--- src/rtl/regfile_pkg.sv ---
// -----------------------------------------------------------------------------
// regfile_pkg
// Shared constants and types for the register-file write-back front end.
//   NUM_REGS   : number of architectural registers
//   ADDR_W     : register address width
//   DATA_W     : register data width
//   wb_entry_t : one pending register write (destination + data)
// -----------------------------------------------------------------------------
package regfile_pkg;

    localparam int NUM_REGS = 32;
    localparam int ADDR_W   = 5;
    localparam int DATA_W   = 32;

    typedef struct packed {
        logic [ADDR_W-1:0] addr;
        logic [DATA_W-1:0] data;
    } wb_entry_t;

endpackage

--- src/rtl/wb_fifo.sv ---
// -----------------------------------------------------------------------------
// wb_fifo
// Synchronous FIFO of write-back entries with asynchronous active-high reset.
// Exposes the whole storage array plus a per-slot valid mask so the parent can
// build a pending-register scoreboard.
// Ports:
//   clk, rst    : clock, async active-high reset (pointers only)
//   i_push      : enqueue i_data (ignored when full)
//   i_data      : entry to enqueue
//   i_pop       : dequeue head (ignored when empty)
//   o_head      : current head entry
//   o_count     : occupancy, 0..DEPTH
//   o_full      : occupancy == DEPTH
//   o_empty     : occupancy == 0
//   o_entries   : raw storage slots
//   o_valid     : slot i currently holds a live entry
// -----------------------------------------------------------------------------
module wb_fifo
    import regfile_pkg::*;
#(
    parameter int  DEPTH = 4,
    parameter type T     = wb_entry_t
) (
    input  logic                     clk,
    input  logic                     rst,
    input  logic                     i_push,
    input  T                         i_data,
    input  logic                     i_pop,
    output T                         o_head,
    output logic [$clog2(DEPTH):0]   o_count,
    output logic                     o_full,
    output logic                     o_empty,
    output T [DEPTH-1:0]             o_entries,
    output logic [DEPTH-1:0]         o_valid
);

    localparam int AW = $clog2(DEPTH);

    // Pointers carry one extra MSB so full and empty are distinguishable.
    logic [AW:0]   r_wr_ptr;
    logic [AW:0]   r_rd_ptr;
    T              r_mem [DEPTH];

    logic          w_push;
    logic          w_pop;
    logic [AW-1:0] w_off;

    assign o_count = r_wr_ptr - r_rd_ptr;
    assign o_empty = (r_wr_ptr == r_rd_ptr);
    assign o_full  = (r_wr_ptr[AW] != r_rd_ptr[AW]) &&
                     (r_wr_ptr[AW-1:0] == r_rd_ptr[AW-1:0]);
    assign o_head  = r_mem[r_rd_ptr[AW-1:0]];

    assign w_push  = i_push && !o_full;
    assign w_pop   = i_pop && !o_empty;

    always_ff @(posedge clk or posedge rst) begin
        if (rst) begin
            r_wr_ptr <= '0;
            r_rd_ptr <= '0;
        end else begin
            if (w_push) r_wr_ptr <= r_wr_ptr + 1'b1;
            if (w_pop)  r_rd_ptr <= r_rd_ptr + 1'b1;
        end
    end

    // Storage needs no reset: liveness is tracked by the pointers alone.
    always_ff @(posedge clk) begin
        if (w_push) r_mem[r_wr_ptr[AW-1:0]] <= i_data;
    end

    // A slot is live when its distance from the read pointer is below count.
    always_comb begin
        w_off     = '0;
        o_entries = '0;
        o_valid   = '0;
        for (int i = 0; i < DEPTH; i++) begin
            o_entries[i] = r_mem[i];
            w_off        = AW'(i) - r_rd_ptr[AW-1:0];
            o_valid[i]   = ({1'b0, w_off} < o_count);
        end
    end

endmodule

--- src/rtl/regfile_writeback.sv ---
// -----------------------------------------------------------------------------
// regfile_writeback
// Writer-side front end for the register file. Serialises ALU results
// (buffered in wb_fifo) and memory-load results (unbuffered, priority) onto the
// single register-file write port, and exports a pending-write scoreboard.
// Optional feature macro: WB_BYPASS_EN -- when defined, an accepted ALU result
// goes straight to the write port if the FIFO is empty and no load is written
// that cycle.
// Ports:
//   clk, rst              : clock, async active-high reset
//   alu_valid/alu_ready   : ALU result handshake
//   alu_reg/alu_data      : ALU destination and data
//   mem_valid/mem_ready   : load result handshake
//   mem_reg/mem_data      : load destination and data
//   writeReg/writeData    : registered write-port address/data
//   write                 : registered write-port enable
//   pending               : bit r set while FIFO holds a write to register r
//   fifo_count            : FIFO occupancy
// -----------------------------------------------------------------------------
module regfile_writeback #(
    parameter int DEPTH  = 4,
    parameter int DATA_W = regfile_pkg::DATA_W,
    parameter int ADDR_W = regfile_pkg::ADDR_W
) (
    input  logic                       clk,
    input  logic                       rst,
    input  logic                       alu_valid,
    output logic                       alu_ready,
    input  logic [ADDR_W-1:0]          alu_reg,
    input  logic [DATA_W-1:0]          alu_data,
    input  logic                       mem_valid,
    output logic                       mem_ready,
    input  logic [ADDR_W-1:0]          mem_reg,
    input  logic [DATA_W-1:0]          mem_data,
    output logic [ADDR_W-1:0]          writeReg,
    output logic [DATA_W-1:0]          writeData,
    output logic                       write,
    output logic [2**ADDR_W-1:0]       pending,
    output logic [$clog2(DEPTH):0]     fifo_count
);

    import regfile_pkg::*;

    typedef struct packed {
        logic [ADDR_W-1:0] addr;
        logic [DATA_W-1:0] data;
    } entry_t;

    entry_t                  w_head;
    entry_t                  w_in;
    entry_t [DEPTH-1:0]      w_entries;
    logic   [DEPTH-1:0]      w_valid;
    logic                    w_full;
    logic                    w_empty;
    logic                    w_alu_fire;
    logic                    w_alu_nz;
    logic                    w_mem_fire;
    logic                    w_mem_wr;
    logic                    w_bypass;
    logic                    w_push;
    logic                    w_pop;
    logic [2**ADDR_W-1:0]    w_pending;

    logic                    r_write;
    logic [ADDR_W-1:0]       r_write_reg;
    logic [DATA_W-1:0]       r_write_data;

    // Ready is occupancy-only; a same-cycle dequeue grants no extra credit.
    assign alu_ready  = !w_full;
    // Register 0 is never enqueued, so its pending bit is always clear and
    // loads to r0 are always ready.
    assign mem_ready  = !w_pending[mem_reg];

    assign w_alu_fire = alu_valid && alu_ready;
    assign w_alu_nz   = w_alu_fire && (alu_reg != '0);
    assign w_mem_fire = mem_valid && mem_ready;
    assign w_mem_wr   = w_mem_fire && (mem_reg != '0);

`ifdef WB_BYPASS_EN
    assign w_bypass   = w_alu_nz && w_empty && !w_mem_wr;
`else
    assign w_bypass   = 1'b0;
`endif

    assign w_push     = w_alu_nz && !w_bypass;
    assign w_pop      = !w_mem_wr && !w_empty;
    assign w_in       = '{addr: alu_reg, data: alu_data};

    wb_fifo #(
        .DEPTH (DEPTH),
        .T     (entry_t)
    ) u_fifo (
        .clk       (clk),
        .rst       (rst),
        .i_push    (w_push),
        .i_data    (w_in),
        .i_pop     (w_pop),
        .o_head    (w_head),
        .o_count   (fifo_count),
        .o_full    (w_full),
        .o_empty   (w_empty),
        .o_entries (w_entries),
        .o_valid   (w_valid)
    );

    always_comb begin
        w_pending = '0;
        for (int i = 0; i < DEPTH; i++) begin
            if (w_valid[i]) w_pending[w_entries[i].addr] = 1'b1;
        end
    end

    assign pending = w_pending;

    // Write-port register: load beats FIFO head beats bypass; address and data
    // hold their last value when nothing is written.
    always_ff @(posedge clk or posedge rst) begin
        if (rst) begin
            r_write      <= 1'b0;
            r_write_reg  <= '0;
            r_write_data <= '0;
        end else if (w_mem_wr) begin
            r_write      <= 1'b1;
            r_write_reg  <= mem_reg;
            r_write_data <= mem_data;
        end else if (w_pop) begin
            r_write      <= 1'b1;
            r_write_reg  <= w_head.addr;
            r_write_data <= w_head.data;
        end else if (w_bypass) begin
            r_write      <= 1'b1;
            r_write_reg  <= alu_reg;
            r_write_data <= alu_data;
        end else begin
            r_write      <= 1'b0;
        end
    end

    assign write     = r_write;
    assign writeReg  = r_write_reg;
    assign writeData = r_write_data;

endmodule

--- config.mk ---
export PLATFORM = sky130hd
export DESIGN_NAME = regfile_writeback
export DESIGN_NICKNAME = d
export VERILOG_FILES = /design/src/rtl/regfile_pkg.sv /design/src/rtl/wb_fifo.sv /design/src/rtl/regfile_writeback.sv
export SDC_FILE = /design/constraint.sdc
export NUM_CORES = 1
export LEC_CHECK = 0
export CELL_PAD_IN_SITES_DETAIL_PLACEMENT = 2
export CELL_PAD_IN_SITES_GLOBAL_PLACEMENT = 2
export CORE_AREA = 5 5 175 177
export CTS_CLUSTER_DIAMETER = 50
export DETAILED_ROUTE_END_ITERATION = 12
export DIE_AREA = 0 0 180 182
export GPL_ROUTABILITY_DRIVEN = 0
export PLACE_DENSITY_LB_ADDON = 0.15
export SLEW_MARGIN = 20
export SYNTH_ARGS = -nofsm -noshare
export SYNTH_HDL_FRONTEND = slang
export SYNTH_SLANG_ARGS = --single-unit
--- constraint.sdc ---
create_clock -name clk -period 4.55 [get_ports clk]
set_input_delay 1.1375 -clock clk [delete_from_list [all_inputs] [get_ports clk]]
set_output_delay 1.1375 -clock clk [all_outputs]
set_load 0.02 [all_outputs]
==> impl_metrics.toml, run 1 <==
[final_layout]
multi_input_comb_area_sq_um = 4290
layout.nets = 1024
layout-drive-gt1-share_pct = 40.32
regArea_sq_um = 5548
final_cell_mix = "148 x edfxtp_1, 126 x buf_4, 120 x clkdlybuf4s50_1"
layout_commonest_cell = "edfxtp_1"
fillers = 2737
syn_to_final_growth_pct = 40.69
diodes = 0

[timing]
setup_viol = 13
layout_setup_ws_ns = -0.5785
worstMarginPinSlew_ns = 0.9368
fin_worst_skew_ns = 0.01444
period_minus_slack_ns = 5.128
period_share_pct = 112.7
slew_headroom_pct = 37.41
hold_viol = 0
max_freq_ghz = 0.1950
drv_slew = 0
rsz0062_at_grt = "yes"

[global_route]
grt_pass1_wl_um = 49910
grt_pass1_vias = 8091
grt_max_degree = 45
overflow = 0
track_usage_pct = 19.84
antenna_found_initial = 1

[critical_path]
crit_fanout = 6
required_ns = 3.41
critical_path.startpoint_type = "flip-flop"
arrival_ns = 3.99
crit_type = "reg -> out"
cp-end-kind = "primary output"

[clocking]
cts_num_sinks = 192
htree_levels = 4
cts_tree = "built"
cts-buffers-inserted = 17
clk_latency_ns = 0.43
clock-root-buffer = "clkbuf_16"
clk_pin_slew_ns = 0.07
clock_path_buffers = 2

[power]
comb_power_share_pct = 63.9
p_sw_mw = 4.518
vdd_drop_max_mv = 0.3383
p_leak_nw = 5.063
powerDensity_nw_per_um2 = 833.1
total_power_mw = 11.29
p_seq_share_pct = 23.9
pwr-share-clk_pct = 12.2
swShare_pct = 40.02
intPower_mw = 6.773

[synth]
yosysWarnings = 0
ys_types = 65
yosysSeqAreaShare_pct = 57.57
syn_area_per_cell_sq_um = 14.64
postSynthCellCount = 658
syn_nets = 750
ys.flop_type = "edfxtp_1"
synth-edff-count = 148
syn_area_sq_um = 9633
async_reset_ff_share_pct = 22.92
ys_ff_latch = 192

[routing]
vias = 7149
drt-pass1-iter-count = 4
via_per_inst = 5.355
drtAntennaViolNets = 0
finalWirelength_um = 34060
first_iter_violations = 417
wl_per_cell_um = 25.51
drc = 0

[floorplanning]
core_sq_um = 29090
dieHeight_um = 182
dieArea_sq_um = 32760
ios = 153
start_util_pct = 33.12
die_w_um = 180
row_count = 63

[worst_hold_path]
min_path_type = "reg -> reg"

[outcome]
violations = "negative setup slack"
status = "complete, but fails checks"

[placed_design]
portBuffers = 152
hpwl_um = 23980
pre_cts_ws_ns = -0.6435

[job]
max-cap-violations = 0
## cell usage after synthesis, types with 13 or more instances
master / instances / area (sq um)
a32oi_1: 24 / 210.2
clkbuf_1: 19 / 71.32
dfrtp_1: 44 / 1101
edfxtp_1: 148 / 4444
ha_1: 13 / 162.7
inv_1: 21 / 78.83
mux2_2: 41 / 461.7
mux2_4: 26 / 390.4
mux4_2: 37 / 833.3
nand2_1: 31 / 116.4
nand3_1: 33 / 165.2
nand4_1: 17 / 106.4
nor2_1: 30 / 112.6
o211ai_1: 13 / 97.59
or3_1: 22 / 137.6
## worst paths after layout
check,startpoint,to,slack [ns],cells after the start
max in group asynchronous,rst,u_fifo.r_rd_ptr[1],2.73,2
hold / removal,u_fifo.r_wr_ptr[2],u_fifo.r_wr_ptr[2],0.52,1
hold reg to reg,u_fifo.r_wr_ptr[2],u_fifo.r_wr_ptr[2],0.52,1
setup reg to reg,u_fifo.r_wr_ptr[0],writeData[22],0.05,20
setup / recovery,u_fifo.r_wr_ptr[0],mem_ready,-0.58,16
min in group asynchronous,rst,writeData[7],1.21,2
## per-stage QoR
stage,hold slack [ns],util [%],setup TNS [ns],std cells,area [sq um]
global placement,0.5065,42.60,-0.7919,1269,12390
CTS,0.5287,45.44,-1.737,1323,13220
finish,0.5238,46.60,-1.478,1335,13550
global route,0.5651,46.60,-3.943,1335,13550
detailed placement,0.5183,42.60,-1.665,1269,12390
floorplan,0.4822,-,0,658,9713
## power groups by stage
stage               logic, mW  clock network [mW]  registers [mW]
floorplan                3.22                   0            2.87
global placement         5.55                   0            2.68
detailed placement       5.76                   0            2.73
CTS                      6.43                1.41            2.71
global route             7.57                1.50            2.75
finish                   7.21                1.38            2.70
## sequential cells by signal, indices dropped and copies added (netlist names)
| signal | flops |
|---|---|
| u_fifo.r_mem | 148 |
| writeData | 32 |
| writeReg | 5 |
| u_fifo.r_rd_ptr | 3 |
| u_fifo.r_wr_ptr | 3 |
| write | 1 |
## kinds of logic (layout without fill, tap and decap cells)
kind of cell | Yosys count | after routing | share of synthesized area, %
buf+inv | 56 | 341 | 2.871
xor+xnor | 6 | 6 | 0.7144
compound gates | 88 | 90 | 7.962
fa+ha+maj | 14 | 14 | 1.896
mux | 112 | 112 | 18.33
flops | 192 | 192 | 57.57
simple gates | 190 | 190 | 10.66
## metal layers
layer  share of wire [%]  global-route usage [%]
met1                  41                   24.02
met2                  52                   35.40
met3                 4.8                   4.587
met4                 2.3                   5.852
met5               0.021                       0
## final cells by class
cell class | instances | share of cell area (%)
Tap cell | 390 | 3.600
Timing Repair Buffer | 288 | 19.26
Clock inverter | 11 | 0.6924
Clock buffer | 21 | 3.250
Sequential cell | 192 | 40.93
Multi-Input combinational cell | 412 | 31.66
Inverter | 21 | 0.6093
## critical path, stage by stage, from the launching register on
cell,delay [ns]
dfrtp_1,0.40
inv_2,0.09
ha_4,0.13
inv_2,0.04
fa_2,0.58
inv_4,0.07
buf_6,0.12
ha_4,0.14
o21bai_4,0.19
a211oi_4,0.56
buf_4,0.23
a32oi_2,0.08
o2111ai_2,0.13
a41oi_2,0.14
a311oi_2,0.35
o211ai_4,0.15
buf_6,0.16
## timing repair
item | in CTS | in global routing
pin swaps | 28 | 28
gates cloned | 1 | 3
resized for setup | 117 | 81
endpoints found under the hold margin | 0 | 0
buffers inserted | 21 | 11
endpoints found under the setup margin | 33 | 32
hold buffers | 0 | 0
Note: power is estimated with default switching activity, not from simulation.
==> inputs of run 2 (changes only) <==
==> constraint.sdc (replaced) <==
create_clock -name clk -period 4.4 [get_ports clk]
set_input_delay 1.1 -clock clk [delete_from_list [all_inputs] [get_ports clk]]
set_output_delay 1.1 -clock clk [all_outputs]
set_load 0.02 [all_outputs]
==> run 2 against run 1 <==
- the flow still finishes with violations (negative setup slack)
- sequential share of layout area down 2.2 points
- clock-buffer cell count up 4
- sequential power rose by 4%
- via count increased by 4.1%
- worst hold slack better by 0.0069 ns
- critical path type unchanged
- global-route usage increased by 0.50 points
- non-clock buffer count grew 38
- die area stayed put
- clock power is 7% higher
- first-iteration DRC count grew 24%
- setup slack worse by 0.22 ns
- largest power group unchanged
==> impl_metrics.toml, run 2 (synthesis results as in run 1) <==
[global_route]
antenna_found_initial = 2
track_usage_pct = 20.34
grt_pass1_vias = 8297
overflow = 0
grt_max_degree = 45
grt_pass1_wl_um = 51500

[clocking]
htree_levels = 4
cts_tree = "built"
clk_pin_slew_ns = 0.07
cts_num_sinks = 192
cts_hold_buf = 0
cts-buffers-inserted = 17
clk_latency_ns = 0.44
clock_path_buffers = 2
clock-root-buffer = "clkbuf_16"

[critical_path]
required_ns = 3.30
cp-end-kind = "primary output"
critical_path.startpoint_type = "flip-flop"
r2r-end = "writeData[30]"
rrSetupSlack_ns = -0.28
r2r_start = "u_fifo.r_wr_ptr[0]"
r2r_cells = 21
crit_type = "reg -> out"
arrival_ns = 4.10
crit_fanout = 8

[timing]
rsz0062_at_grt = "yes"
drv_slew = 0
worstMarginPinSlew_ns = 0.9503
period_minus_slack_ns = 5.198
layout_setup_ws_ns = -0.7983
slew_headroom_pct = 36.65
setup_viol = 66
hold_viol = 0
period_share_pct = 118.1
fin_worst_skew_ns = 0.01319
max_freq_ghz = 0.1924
hold_slack_ns = 0.5307

[final_layout]
largest_reg_flops = 148
final_cell_mix = "148 x edfxtp_1, 144 x buf_4, 119 x clkdlybuf4s50_1"
instances_no_fill = 1372
layout_commonest_cell = "edfxtp_1"
layout-drive-gt1-share_pct = 45.82
syn_to_final_growth_pct = 48.77
diodes = 0
fillers = 2729
layout.nets = 1061

[placed_design]
hpwl_um = 23580
portBuffers = 152
dp_cells = 1294

[floorplanning]
dieHeight_um = 182
die_w_um = 180
start_util_pct = 33.12
ios = 153
core_sq_um = 29090
dieArea_sq_um = 32760
row_count = 63

[worst_hold_path]
hold_end = "u_fifo.r_wr_ptr[2]"
hold_depth = 1
hold_start = "u_fifo.r_wr_ptr[2]"
min_path_type = "reg -> reg"

[routing]
wl_per_cell_um = 26.59
drtAntennaViolNets = 0
drt-pass1-iter-count = 6
first_iter_violations = 516
via_per_inst = 5.423
drc = 0
vias = 7441
finalWirelength_um = 36480

[outcome]
status = "complete, but fails checks"
violations = "negative setup slack"

[power]
powerDensity_nw_per_um2 = 847.9
vdd_drop_max_mv = 0.4810
p_leak_nw = 5.366

[job]
max-cap-violations = 0
-- run 2: cell count changes in the layout (fill, tap and decap cells not counted), moves of 5 or more --
cell / previous run / this run
clkbuf_2: 10 / 0
nand3_4: 0 / 5
buf_6: 17 / 53
buf_4: 126 / 144
or3_4: 5 / 11
or3_1: 17 / 11
nand3_1: 30 / 22
-- run 2: how the worst max path moves through the flow --
stage                end  cells after the start                from
2_1_floorplan  mem_ready                     13  u_fifo.r_rd_ptr[1]
3_3_place_gp   mem_ready                     16  u_fifo.r_wr_ptr[0]
3_5_place_dp   mem_ready                     17  u_fifo.r_wr_ptr[0]
4_1_cts        mem_ready                     15  u_fifo.r_wr_ptr[0]
5_1_grt        mem_ready                     14  u_fifo.r_wr_ptr[0]
6_report       mem_ready                     16  u_fifo.r_wr_ptr[0]
-- run 2: final cells by class --
cell class                      count  area [sq um]  area share [%]
Timing Repair Buffer              326          3067           21.40
Multi-Input combinational cell    411          4579           31.95
Tap cell                          390         488.0           3.405
Clock inverter                      7         47.55          0.3318
Sequential cell                   192          5548           38.71
Clock buffer                       25         516.7           3.606
Inverter                           21         85.08          0.5937
-- run 2: what timing repair did --
item	in CTS	in global routing
pin swaps	41	29
cloned	1	2
buffers inserted	25	25
setup endpoints to repair	66	70
resized for setup	192	122
-- run 2: worst max-delay path, stage by stage, from the launching register on --
cell      delay, ns
dfrtp_1        0.40
inv_2          0.10
ha_4           0.14
inv_2          0.04
fa_2           0.57
inv_4          0.07
buf_4          0.14
ha_4           0.15
o21bai_4       0.23
a211oi_4       0.57
a32oi_2        0.18
nand4_1        0.20
a21boi_2       0.09
nor4_4         0.30
buf_4          0.19
o211ai_4       0.11
buf_6          0.16
-- run 2: stage by stage --
stage	total power, mW	instance area, sq um	utilization [%]	TNS, ns	worst slack [ns]
floorplan	6.411	9778	-	0	0.0006875
finish	12.15	14330	49.27	-13.63	-0.7983
global route	12.69	14330	49.27	-19.11	-0.9003
CTS	11.16	13610	46.78	-2.575	-0.5738
global placement	8.714	12620	43.39	-2.387	-0.6489
detailed placement	8.976	12620	43.39	-5.833	-0.7520
-- run 2: where the power goes --
part / internal, mW / total (mW) / switching, mW
clock network: 0.818 / 1.47 / 0.655
registers: 2.53 / 2.82 / 0.290
logic: 3.86 / 7.86 / 4.00
total: 7.21 / 12.2 / 4.95
-- run 2: per-layer routing --
metal | track usage (%) | up-vias | wire length (um)
li1 | - | 3239 | -
met1 | 25.34 | 3862 | 14650
met2 | 35.61 | 264 | 19010
met3 | 4.748 | 72 | 1783
met4 | 5.639 | 4 | 1010
met5 | 0 | - | 25
